**src/rtl/conv_loop_sched_if.sv**
```systemverilog
// Control and buffer-access bundle between the convolution loop sequencer and its datapath.
// The sequencer side (master) drives the read addresses and strobes; the datapath side (slave) drives start.
interface conv_loop_sched_if #(
    parameter int unsigned AW = 16
);
    logic          start;
    logic          busy;
    logic          done;
    logic          in_ena;
    logic          w_ena;
    logic [AW-1:0] ifm_addr;
    logic [AW-1:0] weight_addr;
    logic          acc_first;
    logic          out_we;
    logic [AW-1:0] out_addr;

    modport master (
        input  start,
        output busy, done, in_ena, w_ena, ifm_addr, weight_addr,
        output acc_first, out_we, out_addr
    );

    modport slave (
        output start,
        input  busy, done, in_ena, w_ena, ifm_addr, weight_addr,
        input  acc_first, out_we, out_addr
    );
endinterface

```
**src/rtl/conv_loop_sched.sv**
```systemverilog
// Convolution loop-nest sequencer: walks m,r,c,n,i,j issuing one ifm/weight read per cycle and
// emits delay-aligned accumulator-load and output-write strobes under a start/busy/done handshake.
module conv_loop_sched #(
    parameter int unsigned M        = 4,
    parameter int unsigned NG       = 4,
    parameter int unsigned R        = 8,
    parameter int unsigned C        = 8,
    parameter int unsigned K        = 3,
    parameter int unsigned PIPE_LAT = 3,
    parameter int unsigned AW       = 16
) (
    input logic clk,
    input logic rst,
    conv_loop_sched_if.master bus
);
    localparam int unsigned IH = R + K - 1;
    localparam int unsigned IW = C + K - 1;
    localparam int unsigned DL = PIPE_LAT + 2;

    typedef enum logic [1:0] {IDLE, RUN, DRAIN} state_t;

    state_t state, state_nx;

    logic [7:0] m_q, r_q, c_q, n_q;
    logic [3:0] i_q, j_q;
    logic       issue, done_c, final_term, first_c, last_c, pipe_empty;
    logic       j_wrap, i_wrap, n_wrap, c_wrap, r_wrap, m_wrap;
    logic [AW-1:0] nidx_c;

    logic [DL-1:0]       vld;
    logic [DL-1:0]       last_d;
    logic [PIPE_LAT:0]   first_d;
    logic [AW-1:0]       nidx_d [DL-1];
    logic [AW-1:0]       ifm_addr_q, weight_addr_q, out_addr_q;

    assign j_wrap = (32'(j_q) == K - 1);
    assign i_wrap = (32'(i_q) == K - 1);
    assign n_wrap = (32'(n_q) == NG - 1);
    assign c_wrap = (32'(c_q) == C - 1);
    assign r_wrap = (32'(r_q) == R - 1);
    assign m_wrap = (32'(m_q) == M - 1);

    assign final_term = m_wrap && r_wrap && c_wrap && n_wrap && i_wrap && j_wrap;
    assign first_c    = (n_q == '0) && (i_q == '0) && (j_q == '0);
    assign last_c     = n_wrap && i_wrap && j_wrap;
    assign nidx_c     = AW'(32'(m_q) * R * C + 32'(r_q) * C + 32'(c_q));
    assign pipe_empty = (vld == '0);

    always_ff @(posedge clk) begin
        if (rst) state <= IDLE;
        else     state <= state_nx;
    end

    // The first term is issued in the accepting IDLE cycle so its registered read appears
    // in the first busy cycle; DRAIN lasts until the write strobe has left the delay line.
    always_comb begin
        state_nx = state;
        issue    = 1'b0;
        done_c   = 1'b0;
        case (state)
            IDLE: begin
                if (bus.start) begin
                    issue    = 1'b1;
                    state_nx = final_term ? DRAIN : RUN;
                end
            end
            RUN: begin
                issue = 1'b1;
                if (final_term) state_nx = DRAIN;
            end
            DRAIN: begin
                if (pipe_empty) begin
                    done_c   = 1'b1;
                    state_nx = IDLE;
                end
            end
            default: state_nx = IDLE;
        endcase
    end

    always_ff @(posedge clk) begin
        if (rst || !issue) begin
            m_q <= '0;
            r_q <= '0;
            c_q <= '0;
            n_q <= '0;
            i_q <= '0;
            j_q <= '0;
        end else begin
            j_q <= j_wrap ? '0 : j_q + 4'd1;
            if (j_wrap) begin
                i_q <= i_wrap ? '0 : i_q + 4'd1;
                if (i_wrap) begin
                    n_q <= n_wrap ? '0 : n_q + 8'd1;
                    if (n_wrap) begin
                        c_q <= c_wrap ? '0 : c_q + 8'd1;
                        if (c_wrap) begin
                            r_q <= r_wrap ? '0 : r_q + 8'd1;
                            if (r_wrap) m_q <= m_wrap ? '0 : m_q + 8'd1;
                        end
                    end
                end
            end
        end
    end

    always_ff @(posedge clk) begin
        if (rst) begin
            vld           <= '0;
            first_d       <= '0;
            last_d        <= '0;
            ifm_addr_q    <= '0;
            weight_addr_q <= '0;
            out_addr_q    <= '0;
            for (int unsigned k = 0; k < DL - 1; k++) nidx_d[k] <= '0;
        end else begin
            vld     <= {vld[DL-2:0], issue};
            first_d <= {first_d[PIPE_LAT-1:0], issue && first_c};
            last_d  <= {last_d[DL-2:0], issue && last_c};
            nidx_d[0] <= nidx_c;
            for (int unsigned k = 1; k < DL - 1; k++) nidx_d[k] <= nidx_d[k-1];
            if (issue) begin
                ifm_addr_q    <= AW'((32'(n_q) * IH + 32'(r_q) + 32'(i_q)) * IW
                                     + 32'(c_q) + 32'(j_q));
                weight_addr_q <= AW'(((32'(m_q) * NG + 32'(n_q)) * K + 32'(i_q)) * K
                                     + 32'(j_q));
            end
            // Loaded one stage early so the address lands together with out_we and then holds.
            if (vld[DL-2] && last_d[DL-2]) out_addr_q <= nidx_d[DL-2];
        end
    end

    assign bus.busy        = (state != IDLE);
    assign bus.done        = done_c;
    assign bus.in_ena      = vld[0];
    assign bus.w_ena       = vld[0];
    assign bus.ifm_addr    = ifm_addr_q;
    assign bus.weight_addr = weight_addr_q;
    assign bus.acc_first   = vld[PIPE_LAT] && first_d[PIPE_LAT];
    assign bus.out_we      = vld[DL-1] && last_d[DL-1];
    assign bus.out_addr    = out_addr_q;
endmodule
```
**src/flat_wrapper.sv**
```systemverilog
// flat-port wrapper written by rule: the top's interface ports become plain ports
module conv_loop_sched_flat 
#(
    parameter int unsigned M        = 4,
    parameter int unsigned NG       = 4,
    parameter int unsigned R        = 8,
    parameter int unsigned C        = 8,
    parameter int unsigned K        = 3,
    parameter int unsigned PIPE_LAT = 3,
    parameter int unsigned AW       = 16
)
  (clk, rst, bus_start, bus_busy, bus_done, bus_in_ena, bus_w_ena, bus_ifm_addr, bus_weight_addr, bus_acc_first, bus_out_we, bus_out_addr);
  conv_loop_sched_if #(.AW(AW)) bus_i ();
  input logic clk;
  input logic rst;
  input wire logic [$bits(bus_i.start)-1:0] bus_start;
  output wire logic [$bits(bus_i.busy)-1:0] bus_busy;
  output wire logic [$bits(bus_i.done)-1:0] bus_done;
  output wire logic [$bits(bus_i.in_ena)-1:0] bus_in_ena;
  output wire logic [$bits(bus_i.w_ena)-1:0] bus_w_ena;
  output wire logic [$bits(bus_i.ifm_addr)-1:0] bus_ifm_addr;
  output wire logic [$bits(bus_i.weight_addr)-1:0] bus_weight_addr;
  output wire logic [$bits(bus_i.acc_first)-1:0] bus_acc_first;
  output wire logic [$bits(bus_i.out_we)-1:0] bus_out_we;
  output wire logic [$bits(bus_i.out_addr)-1:0] bus_out_addr;
  assign bus_i.start = bus_start;
  assign bus_busy = bus_i.busy;
  assign bus_done = bus_i.done;
  assign bus_in_ena = bus_i.in_ena;
  assign bus_w_ena = bus_i.w_ena;
  assign bus_ifm_addr = bus_i.ifm_addr;
  assign bus_weight_addr = bus_i.weight_addr;
  assign bus_acc_first = bus_i.acc_first;
  assign bus_out_we = bus_i.out_we;
  assign bus_out_addr = bus_i.out_addr;
  conv_loop_sched #(.M(M), .NG(NG), .R(R), .C(C), .K(K), .PIPE_LAT(PIPE_LAT), .AW(AW)) u_core (.clk(clk), .rst(rst), .bus(bus_i));
endmodule
```
**config.mk**
```make
export PLATFORM = sky130hd
export DESIGN_NAME = conv_loop_sched_flat
export DESIGN_NICKNAME = d
export VERILOG_FILES = /design/src/rtl/conv_loop_sched_if.sv /design/src/rtl/conv_loop_sched.sv /design/src/flat_wrapper.sv
export SDC_FILE = /design/constraint.sdc
export NUM_CORES = 1
export LEC_CHECK = 0
export CAP_MARGIN = 20
export CORE_ASPECT_RATIO = 1.4
export CORE_MARGIN = 8
export CORE_UTILIZATION = 30
export CTS_CLUSTER_DIAMETER = 30
export DETAILED_ROUTE_END_ITERATION = 6
export HOLD_SLACK_MARGIN = 0.06
export REMOVE_ABC_BUFFERS = 1
export SYNTH_ARGS = -nofsm -noshare
export SYNTH_HDL_FRONTEND = slang
export SYNTH_SLANG_ARGS = --single-unit
```
**constraint.sdc**
```tcl
create_clock -name clk -period 6.2 [get_ports clk]
set_clock_uncertainty 0.05 [all_clocks]
set_input_delay 1.24 -clock clk [delete_from_list [all_inputs] [get_ports clk]]
set_output_delay 1.24 -clock clk [all_outputs]
set_load 0.01 [all_outputs]
```
==> impl_results.rst, run 1 <==
.. list-table::
   :header-rows: 1

   * - Metric
     - Value
   * - Cell area power density
     - ~190 nW/um^2
   * - Reg clk slew, reported paths
     - 0.07 ns
   * - Initial standard-cell utilization of the core
     - about 30%
   * - Pin slew with the least headroom to its limit
     - 0.8903 ns
   * - Placed Cells
     - roughly 1600
   * - Met3 demand-to-capacity share in global routing
     - between 2 and 2.5%
   * - Count of buffers added by post-CTS timing repair for setup
     - 0
   * - Run status
     - finished clean
   * - Setup repair after global routing missed its margin
     - no
   * - Arrival time at the worst endpoint
     - between 6 and 7 ns
   * - Hold Crit Endpoint
     - u_core.nidx_d[3][11]
   * - Req. time, crit path
     - between 6 and 7 ns
   * - Area of the mapped netlist
     - 10060 um^2
   * - Ys Warns
     - 0
   * - Overall die width
     - about 170 um
   * - Count of input and output buffers
     - 55
   * - Average cell area after synthesis
     - between 8 and 9 um^2
   * - Final #Nets
     - ~1300
   * - Via density per instance
     - 4.717
   * - Maximum number of pins on one net before global-route repair
     - between 80 and 90
   * - Tightest slew margin relative to the limit
     - roughly 40%
   * - Unique masters post-synth
     - between 70 and 80
   * - Maximum achievable frequency
     - around 0.17 GHz
   * - GRT busiest layer
     - met2
   * - Reported max-cap violation count
     - 0
   * - Final setup violation count
     - 0
   * - Max clock buf depth
     - 2
   * - Number of global-route vias before repair
     - 7822
   * - Number of synthesized flops with an enable pin
     - 0
   * - Internal reg-to-reg setup slack
     - approximately 0.36 ns
   * - Number of H-tree levels
     - 4
   * - Gate count of the mapped netlist
     - between 1000 and 1500
   * - GR met1 Demand/Resource
     - between 10% and 20%
   * - Total CTS buffers
     - 17
   * - P&R area growth vs syn
     - 16.30%
   * - Endpoint class of the critical path
     - flop
   * - Slew Limit Fails
     - 0
   * - DRT Pass-1 Iters
     - 5
   * - Top-Level Pins
     - 57
   * - Initial antenna violation count
     - 0
   * - Antenna viol nets, final
     - 0
   * - Number of remaining DRC errors
     - 0
   * - Endpoints failing hold
     - 0
   * - Average routed wire per standard cell
     - 12.99 um
   * - Kind of path behind the tightest hold check
     - flop to flop
   * - Async S/R FF share, synth
     - 0%
   * - Capture point of the worst reg-to-reg path
     - u_core.bus.ifm_addr[15]
   * - Clock network latency to the later pin of the worst-skew pair
     - 0.44 ns
   * - CTS tree
     - yes
   * - Worst Path Max Fanout
     - 8
   * - Critical path type
     - flop to flop
   * - Worst reg2reg startpoint
     - u_core.n_q[4]
   * - Leakage power of the design
     - 4.959 nW
   * - Placer's final routability congestion estimate
     - roughly 0.84
   * - Final global-route overflow total
     - 0
   * - Seq/Total Area, Yosys
     - roughly a third
   * - Antenna Diode Count
     - 0
   * - Post-detailed-placement half-perimeter wirelength
     - between 15 and 20 mm
   * - Maximum resistive drop on vdd
     - ~0.16 mV
   * - Row count
     - 79
   * - Predominant post-synthesis flop cell
     - dfxtp_1
   * - CTS hold repair buffers
     - 0
   * - Overall track demand over capacity in global routing
     - 11.33%
   * - Post-route insts no fill
     - 1645
   * - Worst R2R Path Depth
     - 18
   * - Hold Path Origin
     - u_core.nidx_d[2][11]
   * - Part of the cycle the worst path needs
     - between 90 and 100%
   * - Clk Tree Root Cell
     - clkbuf_16
   * - Placeable core region
     - approximately 33000 um^2
   * - Number of synthesized register bits
     - ~170
   * - Die Span Y
     - 232.7 um
   * - Number of DRC violations after detailed-routing iteration 0
     - 351
   * - Aggregate routed wire length
     - 21.37 mm
   * - Routed vias
     - roughly 7800
   * - Met2 layer usage reported by global route
     - 20.55%
   * - Final sum of negative setup slack
     - 0 ns
   * - Clock period minus final worst setup slack
     - a little under 6 ns
   * - Fraction of layout cells with a size suffix above 1
     - under 10%
   * - First-pass GRT wire length
     - 36.67 mm
   * - Clock tree sinks
     - 167
   * - WHS Path Cells
     - 1
   * - Launching element type of the critical path
     - flop
   * - Area enclosed by the die boundary
     - between 30000 and 40000 um^2
flip-flops by register name, indices dropped and copies added (netlist names):
| signal | flops |
|---|---|
| u_core.m_q | 8 |
| u_core.r_q | 8 |
| u_core.last_d | 5 |
| u_core.j_q | 4 |
| u_core.c_q | 8 |
| u_core.first_d | 4 |
| u_core.state | 2 |
| u_core.i_q | 4 |
| u_core.n_q | 8 |
| u_core.bus.out_addr | 16 |
| u_core.bus.weight_addr | 15 |
| u_core.bus.ifm_addr | 16 |
| u_core.nidx_d | 64 |
| u_core.vld | 5 |
timing repair:
action	4_1_cts	5_1_grt
endpoints found under the hold margin	0	0
resized for setup	0	5
setup endpoints to repair	0	3
report_power, final:
| group | switching (mW) | leakage (nW) | internal [mW] |
|---|---|---|---|
| combinational | 0.0564 | 3.33 | 0.0307 |
| sequential | 0.00746 | 1.35 | 1.08 |
| clock | 0.447 | 0.280 | 0.610 |
| total | 0.511 | 4.96 | 1.72 |
cell families after synthesis:
kind of cell             synth area share [%]
other                                 0.03727
AO/OA/AOI/OAI                           14.49
XOR/XNOR                                7.574
buffers and inverters                   4.166
AND/OR/NAND/NOR                         20.88
multiplexers                           0.2985
flip-flops                              33.23
adder cells (fa/ha/maj)                 19.33
cells in the mapped netlist, drive strengths merged (4+ instances only):
master  number  area share [%]
o21bai       8            0.60
a21o        17             1.3
xor2        33             2.9
a211oi      13            0.97
o211ai       9            0.77
and2         5            0.31
o21a        14             1.1
ha         125              16
nor2        84             3.1
fa          19             3.8
and3         7            0.44
or4          4            0.30
o311ai       4            0.35
nand3       29             1.5
xnor2       54             4.7
nor3        28             1.4
inv         67             2.5
nand2       99             3.7
o21ai       42             2.1
nand3b       9            0.67
a31oi        4            0.25
a21oi       79             3.9
nor2b       77             4.8
nor3b        8            0.65
or3         11            0.73
nand2b       9            0.56
a311oi       5            0.44
a21boi       5            0.37
dfxtp      167              33
o31a         4            0.36
or2          4            0.25
nor4         8            0.65
buf          6            0.45
nand4       12            0.75
clkbuf      27             1.2
per-layer routing:
metal | wire (um) | share of wire [%] | up-vias
met5 | 0 | 0 | -
met4 | 969 | 4.5 | 0
met3 | 681 | 3.2 | 43
met2 | 10810 | 51 | 102
met1 | 8911 | 42 | 3560
li1 | - | - | 4054
placed cells by master (no fill, tap or decap), types with 19 or more instances in the layout:
cell             count
nor2_1              83
inv_1               67
nor2b_1             77
xnor2_1             54
nand2_1             99
nor3_1              28
ha_1               124
clkdlybuf4s50_1     54
o21ai_0             40
fa_1                19
nand3_1             27
xor2_1              33
a21oi_1             79
dfxtp_1            166
final cells by class:
class	count	area, um^2
fill	3415	21410
multi-input combinational	870	6344
sequential	167	3344
clock inverter	12	142.6
timing repair buffer	64	615.6
clock buffer	20	446.7
inverter	67	251.5
tap	445	556.8
worst max path at each step:
stage	start	end	slack, ns	cells after the start
finish	u_core.n_q[4]	u_core.bus.ifm_addr[15]	0.36	18
global route	u_core.n_q[4]	u_core.bus.ifm_addr[15]	0.03	21
CTS	u_core.n_q[2]	u_core.bus.ifm_addr[15]	0.15	21
detailed placement	u_core.n_q[2]	u_core.bus.ifm_addr[15]	0.22	21
global placement	u_core.n_q[2]	u_core.bus.ifm_addr[15]	0.36	19
floorplan	u_core.n_q[3]	u_core.bus.ifm_addr[15]	0.61	20
metrics by stage:
stage	hold slack, ns	power, mW	cell area [um^2]	utilization (%)	setup slack, ns
2_1_floorplan	0.3613	1.157	9905	-	0.6087
5_1_grt	0.3988	2.330	11700	35.34	0.02922
3_5_place_dp	0.3704	1.205	11080	33.47	0.2166
6_report	0.3808	2.236	11700	35.34	0.3607
4_1_cts	0.3851	2.277	11670	35.25	0.1451
3_3_place_gp	0.3659	1.204	11080	33.47	0.3571
worst max-delay path, stage by stage (launching register included):
cell      delay [ns]
dfxtp_1         0.39
ha_1            0.33
inv_1           0.06
fa_1            0.45
xnor2_1         0.15
ha_1            0.37
or4b_2          0.70
nand3_2         0.14
nand4_1         0.12
mux2i_1         0.27
xor2_1          0.25
ha_1            0.27
ha_1            0.29
or4_1           0.55
o22ai_1         0.17
xor2_1          0.14
or3_4           0.40
or3_1           0.38
a311oi_1        0.26
Power figures use the tool's default switching activity.
==> run 2: changes to the inputs <==
CELL_PAD_IN_SITES_DETAIL_PLACEMENT = 1   (was unset)
CELL_PAD_IN_SITES_GLOBAL_PLACEMENT = 2   (was unset)
MAX_ROUTING_LAYER = met4   (was unset)
PLACE_DENSITY_LB_ADDON = 0.1   (was unset)
==> run 2 against run 1 <==
Net effect:
- cell area grew 1.2%
- global-route usage grew 2.9 points
- sequential share of layout area shrank 0.35 points
- final cell count grew 0.73%
- clock power grew 4%
- fmax grew 0.21%
- critical endpoint unchanged
- critical path depth grew 2
- non-clock buffer count grew 12
- die area is the same
- count of clock-buffer cells in the layout shrank 2
- sequential power is essentially flat
==> impl_results.rst, run 2 (synthesis gave the netlist of run 1 again) <==
.. list-table::
   :header-rows: 1

   * - Metric
     - Value
   * - Critical path type
     - flop to flop
   * - Clk Tree Root Cell
     - clkbuf_16
   * - Area after DPL
     - roughly 11000 um^2
   * - Internal reg-to-reg setup slack
     - 0.37 ns
   * - Post-route insts no fill
     - between 1500 and 2000
   * - Slew Limit Fails
     - 0
   * - Leading cell type in the layout, fill and taps excluded
     - dfxtp_1
   * - Antenna Diode Count
     - 0
   * - Worst reg2reg startpoint
     - u_core.n_q[4]
   * - Slowest stage cell, crit path
     - or4b_2
   * - Die Span Y
     - ~230 um
   * - Top-Level Pins
     - 57
   * - Setup repair after global routing missed its margin
     - no
   * - Placer's final routability congestion estimate
     - just under 0.8
   * - Number of H-tree levels
     - 4
   * - Area enclosed by the die boundary
     - 39730 um^2
   * - Worst R2R Path Depth
     - 20
   * - Capture point of the worst reg-to-reg path
     - u_core.bus.ifm_addr[15]
   * - Initial antenna violation count
     - 0
   * - Largest register FFs
     - 64
   * - Reg clk slew, reported paths
     - ~0.080 ns
   * - Fraction of layout cells with a size suffix above 1
     - roughly 6.5%
   * - Kind of path behind the tightest hold check
     - flop to flop
   * - Clk network pwr share
     - about half
   * - Number of remaining DRC errors
     - 0
   * - Req. time, crit path
     - between 6 and 7 ns
   * - Run status
     - finished clean
   * - Via density per instance
     - a little under 5
   * - Final instance area
     - between 10000 and 15000 um^2
   * - Post-detailed-placement half-perimeter wirelength
     - 20.78 mm
   * - Count of input and output buffers
     - 55
   * - Placeable core region
     - 33110 um^2
   * - Hold Path Origin
     - u_core.nidx_d[1][13]
   * - Max clock buf depth
     - 2
   * - Register with the highest flop count
     - u_core.nidx_d
   * - Switch share
     - between 20% and 30%
   * - Commonest cells after routing, fill and taps aside
     - 166 x dfxtp_1, 124 x ha_1, 99 x nand2_1
   * - Final setup violation count
     - 0
   * - P&R area growth vs syn
     - 17.73%
   * - Total net switching power
     - a little under 600 uW
   * - Clock tree sinks
     - around 170
   * - Endpoint class of the critical path
     - flop
   * - WHS Path Cells
     - 1
   * - Final global-route overflow total
     - 0
   * - Placed Cells
     - roughly 1600
   * - Clock network latency to the later pin of the worst-skew pair
     - roughly 0.44 ns
   * - Routed vias
     - 8036
   * - Maximum resistive drop on vdd
     - 0.1433 mV
   * - Combinational cell fraction of total power
     - 3.9%
   * - Reported max-cap violation count
     - 0
   * - Largest incremental delay on the critical path
     - 0.69 ns
   * - Part of the cycle the worst path needs
     - 93.98%
   * - Worst Path Max Fanout
     - 8
   * - Most common cell on crit path
     - ha_1
   * - Cell area power density
     - about 190 nW/um^2
   * - Endpoints failing hold
     - 0
   * - Hold Crit Endpoint
     - u_core.nidx_d[2][13]
   * - Pin slew with the least headroom to its limit
     - between 0.8 and 0.9 ns
   * - Clock period minus final worst setup slack
     - 5.827 ns
   * - Overall track demand over capacity in global routing
     - 14.24%
   * - CTS tree
     - yes
   * - Aggregate routed wire length
     - ~26 mm
   * - Critical path, cell by cell
     - ha_1, inv_1, fa_1, xnor2_1, ha_2, or4b_2, nand3_2, xnor2_1, ha_1, ha_1, xnor2_1, ha_1, ha_1, o21a_1, o21ai_0, or2b_2, o21ai_0, or3_4, or3_1, a311oi_1
   * - Total CTS buffers
     - 17
   * - Final #Nets
     - approximately 1300
   * - Leakage power of the design
     - just over 5 nW
   * - Row count
     - 79
   * - Launching element type of the critical path
     - flop
   * - Number of DRC violations after detailed-routing iteration 0
     - roughly 180
   * - Maximum achievable frequency
     - 0.1716 GHz
   * - Tightest slew margin relative to the limit
     - approximately two fifths
   * - Initial standard-cell utilization of the core
     - slightly above 30%
   * - Average routed wire per standard cell
     - 15.90 um
   * - First-pass GRT wire length
     - ~43 mm
   * - Number of global-route vias before repair
     - ~8500
   * - Antenna viol nets, final
     - 0
   * - Maximum number of pins on one net before global-route repair
     - 85
   * - Overall die width
     - 170.8 um
   * - DRT Pass-1 Iters
     - 4
   * - Fraction of power consumed by sequential logic
     - between 40% and 50%
   * - Arrival time at the worst endpoint
     - 6.13 ns
   * - Internal
     - around 1.7 mW
-- run 2: cell types whose count changed in the layout (fill, tap and decap cells not counted), sizes merged --
cell      previous run  this run
buf                 10        22
bufinv               2         1
clkbuf              20        18
clkinv               3         8
clkinvlp             3         0
inv                 71        72
-- run 2: timing repair --
action,CTS,global route
pin swaps,0,1
endpoints found under the hold margin,0,0
endpoints found under the setup margin,1,3
hold buffers,0,0
gates resized for setup,1,7
buffers inserted,0,3
-- run 2: power by group through the flow --
stage               registers, mW  logic, mW  clock network [mW]
global placement             1.12     0.0934                   0
floorplan                    1.12     0.0402                   0
CTS                          1.09     0.0944                1.15
global route                 1.09      0.102                1.19
detailed placement           1.12     0.0941                   0
finish                       1.09     0.0898                1.10
-- run 2: worst max path at each step --
stage	startpoint	end	slack [ns]	cells past startpoint
6_report	u_core.n_q[4]	u_core.bus.ifm_addr[15]	0.37	20
5_1_grt	u_core.n_q[4]	u_core.bus.ifm_addr[15]	0.008	21
4_1_cts	u_core.n_q[2]	u_core.bus.ifm_addr[15]	0.06	19
3_5_place_dp	u_core.n_q[2]	u_core.bus.ifm_addr[15]	-0.04	21
3_3_place_gp	u_core.n_q[2]	u_core.bus.ifm_addr[15]	0.15	21
2_1_floorplan	u_core.n_q[3]	u_core.bus.ifm_addr[15]	0.61	20
-- run 2: metal layers --
metal	wire [um]	up-vias	GRT usage [%]
met2	14660	72	27.49
met4	514	0	4.946
li1	-	4063	-
met3	565	28	2.103
met5	0	-	-
met1	10600	3873	14.19
-- run 2: metrics by stage --
step | util, % | hold slack [ns] | setup TNS, ns | power [mW] | worst slack [ns]
floorplan | - | 0.3613 | 0 | 1.157 | 0.6087
global placement | 33.68 | 0.3661 | 0 | 1.209 | 0.1473
detailed placement | 33.68 | 0.3736 | -0.03819 | 1.209 | -0.03819
CTS | 35.57 | 0.3859 | 0 | 2.333 | 0.06118
global route | 35.77 | 0.3982 | 0 | 2.386 | 0.007556
finish | 35.77 | 0.3813 | 0 | 2.282 | 0.3729
-- run 2: area by class of cell --
type	instances	area [um^2]
Inverter	67	251.5
Multi-Input combinational cell	870	6366
Sequential cell	167	3344
Clock inverter	14	181.4
Timing Repair Buffer	76	705.7
Fill cell	3858	21270
Tap cell	445	556.8
Clock buffer	18	439.2
-- run 2: critical path: cells and delay by family (launching register included) --
| family | cells | cell delay, ns |
|---|---|---|
| buf+inv | 1 | 0.06 |
| simple gates | 5 | 1.76 |
| flops | 1 | 0.39 |
| fa+ha+maj | 7 | 2.39 |
| xor+xnor | 3 | 0.49 |
| compound gates | 4 | 0.59 |
==> run 3: changes to the inputs <==
SKIP_CTS_REPAIR_TIMING = 1   (was unset)
==> run 3 against run 2 <==
Net effect:
- sequential power about the same
- non-clock buffer count unchanged
- combinational power about the same
- cell area unchanged
- global-route usage about the same
- fmax about the same
- sequential share of layout area unchanged
- core utilization unchanged
- setup slack better by 0.00093 ns
- flip-flop and latch count unchanged
- critical path type unchanged
- largest power group unchanged
==> impl_results.rst, run 3 (synthesis gave the netlist of run 1 again) <==
.. list-table::
   :header-rows: 1

   * - Metric
     - Value
   * - Run status
     - finished clean
   * - Initial standard-cell utilization of the core
     - 30.38%
   * - DRT Pass-1 Iters
     - 4
   * - Endpoints failing hold
     - 0
   * - Leakage power of the design
     - ~5.0 nW
   * - Leading cell type in the layout, fill and taps excluded
     - dfxtp_1
   * - Kind of path behind the tightest hold check
     - flop to flop
   * - Number of H-tree levels
     - 4
   * - Row count
     - 79
   * - Placed Cells
     - between 1500 and 2000
   * - Largest register FFs
     - 64
   * - Fraction of layout cells with a size suffix above 1
     - ~6.5%
   * - Final setup violation count
     - 0
   * - Final #Nets
     - 1346
   * - Clk Tree Root Cell
     - clkbuf_16
   * - Area enclosed by the die boundary
     - 39730 um^2
   * - Routed vias
     - ~8000
   * - Aggregate routed wire length
     - approximately 26 mm
   * - Slew Limit Fails
     - 0
   * - WHS Path Cells
     - 2
   * - Worst R2R Path Depth
     - 20
   * - Commonest cells after routing, fill and taps aside
     - 166 x dfxtp_1, 124 x ha_1, 99 x nand2_1
   * - Placeable core region
     - between 30000 and 40000 um^2
   * - Number of global-route vias before repair
     - 8449
   * - Cell area power density
     - a little under 200 nW/um^2
   * - GRT busiest layer
     - met2
   * - P&R area growth vs syn
     - 17.73%
   * - Clock tree sinks
     - 167
   * - Top-Level Pins
     - 57
   * - Die Span Y
     - roughly 230 um
   * - Total CTS buffers
     - 17
   * - Launching element type of the critical path
     - flop
   * - Number of remaining DRC errors
     - 0
   * - Post-detailed-placement half-perimeter wirelength
     - 20.78 mm
   * - Placer's final routability congestion estimate
     - a little under 0.8
   * - Initial antenna violation count
     - 0
   * - Pin slew with the least headroom to its limit
     - about 0.87 ns
   * - Arrival time at the worst endpoint
     - about 6 ns
   * - Maximum number of pins on one net before global-route repair
     - 85
   * - CTS tree
     - yes
   * - Tightest slew margin relative to the limit
     - a little over two fifths
   * - GR met1 Demand/Resource
     - 14.18%
   * - Setup repair after global routing missed its margin
     - no
   * - Reg clk slew, reported paths
     - around 0.08 ns
   * - Post-route insts no fill
     - about 1700
   * - Worst hold margin
     - about 0.38 ns
   * - Reported max-cap violation count
     - 0
   * - Max clock buf depth
     - 2
   * - Clock period minus final worst setup slack
     - 5.826 ns
   * - Met2 layer usage reported by global route
     - between 20 and 30%
   * - Clock network latency to the later pin of the worst-skew pair
     - roughly 0.44 ns
   * - Overall track demand over capacity in global routing
     - between 10% and 20%
   * - Number of DRC violations after detailed-routing iteration 0
     - about 170
   * - Req. time, crit path
     - approximately 6.5 ns
   * - Worst Path Max Fanout
     - 8
   * - Via density per instance
     - about 4.9
   * - First-pass GRT wire length
     - 43.37 mm
   * - Final global-route overflow total
     - 0
   * - Antenna Diode Count
     - 0
   * - Maximum achievable frequency
     - 0.1716 GHz
   * - Met3 demand-to-capacity share in global routing
     - roughly 2.1%
   * - Critical path type
     - flop to flop
   * - Antenna viol nets, final
     - 0
   * - Endpoint class of the critical path
     - flop
   * - Share of the core filled with cells
     - 35.77%
   * - Maximum resistive drop on vdd
     - roughly 0.14 mV
   * - Overall die width
     - ~170 um
   * - Part of the cycle the worst path needs
     - 93.97%
   * - Average routed wire per standard cell
     - ~16 um
   * - Register with the highest flop count
     - u_core.nidx_d
   * - Count of input and output buffers
     - 55
[run 3: cell counts in the layout (fill, tap and decap cells not counted)]
No cell type changed its count.
[run 3: stage by stage]
stage	TNS, ns	area, um^2	worst slack (ns)	power [mW]
4_1_cts	-0.07914	11770	-0.07914	2.333
3_3_place_gp	0	11150	0.1473	1.209
3_5_place_dp	-0.03819	11150	-0.03819	1.209
6_report	0	11850	0.3739	2.282
2_1_floorplan	0	9905	0.6087	1.157
5_1_grt	0	11850	0.007556	2.386
[run 3: report_power, final]
part           internal, mW  switching, mW
clock                 0.590          0.512
combinational        0.0312         0.0586
sequential             1.08        0.00704
total                  1.70          0.577
[run 3: routing by layer]
layer | wire length (um) | vias to the layer above
met3 | 525 | 29
li1 | - | 4071
met5 | 0 | -
met1 | 10620 | 3866
met2 | 14660 | 71
met4 | 504 | 0
[run 3: path summary, 6_finish.rpt]
kind	slack, ns	from	end
worst min register to register	0.38	u_core.nidx_d[3][3]	u_core.bus.out_addr[3]
worst max register to register	0.37	u_core.n_q[4]	u_core.bus.ifm_addr[15]
worst min-delay path	0.38	u_core.nidx_d[3][3]	u_core.bus.out_addr[3]
worst max-delay path	0.37	u_core.n_q[4]	u_core.bus.ifm_addr[15]
[run 3: critical path: stages, from the launching register on]
cell,delay (ns)
dfxtp_1,0.39
ha_1,0.33
inv_1,0.06
fa_1,0.45
xnor2_1,0.16
ha_2,0.33
or4b_2,0.69
nand3_2,0.14
xnor2_1,0.17
ha_1,0.28
ha_1,0.37
xnor2_1,0.16
ha_1,0.28
ha_1,0.35
o21a_1,0.14
o21ai_0,0.06
or2b_2,0.18
o21ai_0,0.15
or3_4,0.38
or3_1,0.37
a311oi_1,0.24
[run 3: area by class of cell]
type | count | area (um^2)
fill | 3854 | 21270
inverter | 67 | 251.5
clock buffer | 18 | 439.2
timing repair buffer | 76 | 705.7
clock inverter | 14 | 181.4
multi-input combinational | 870 | 6366
sequential | 167 | 3344
tap | 445 | 556.8
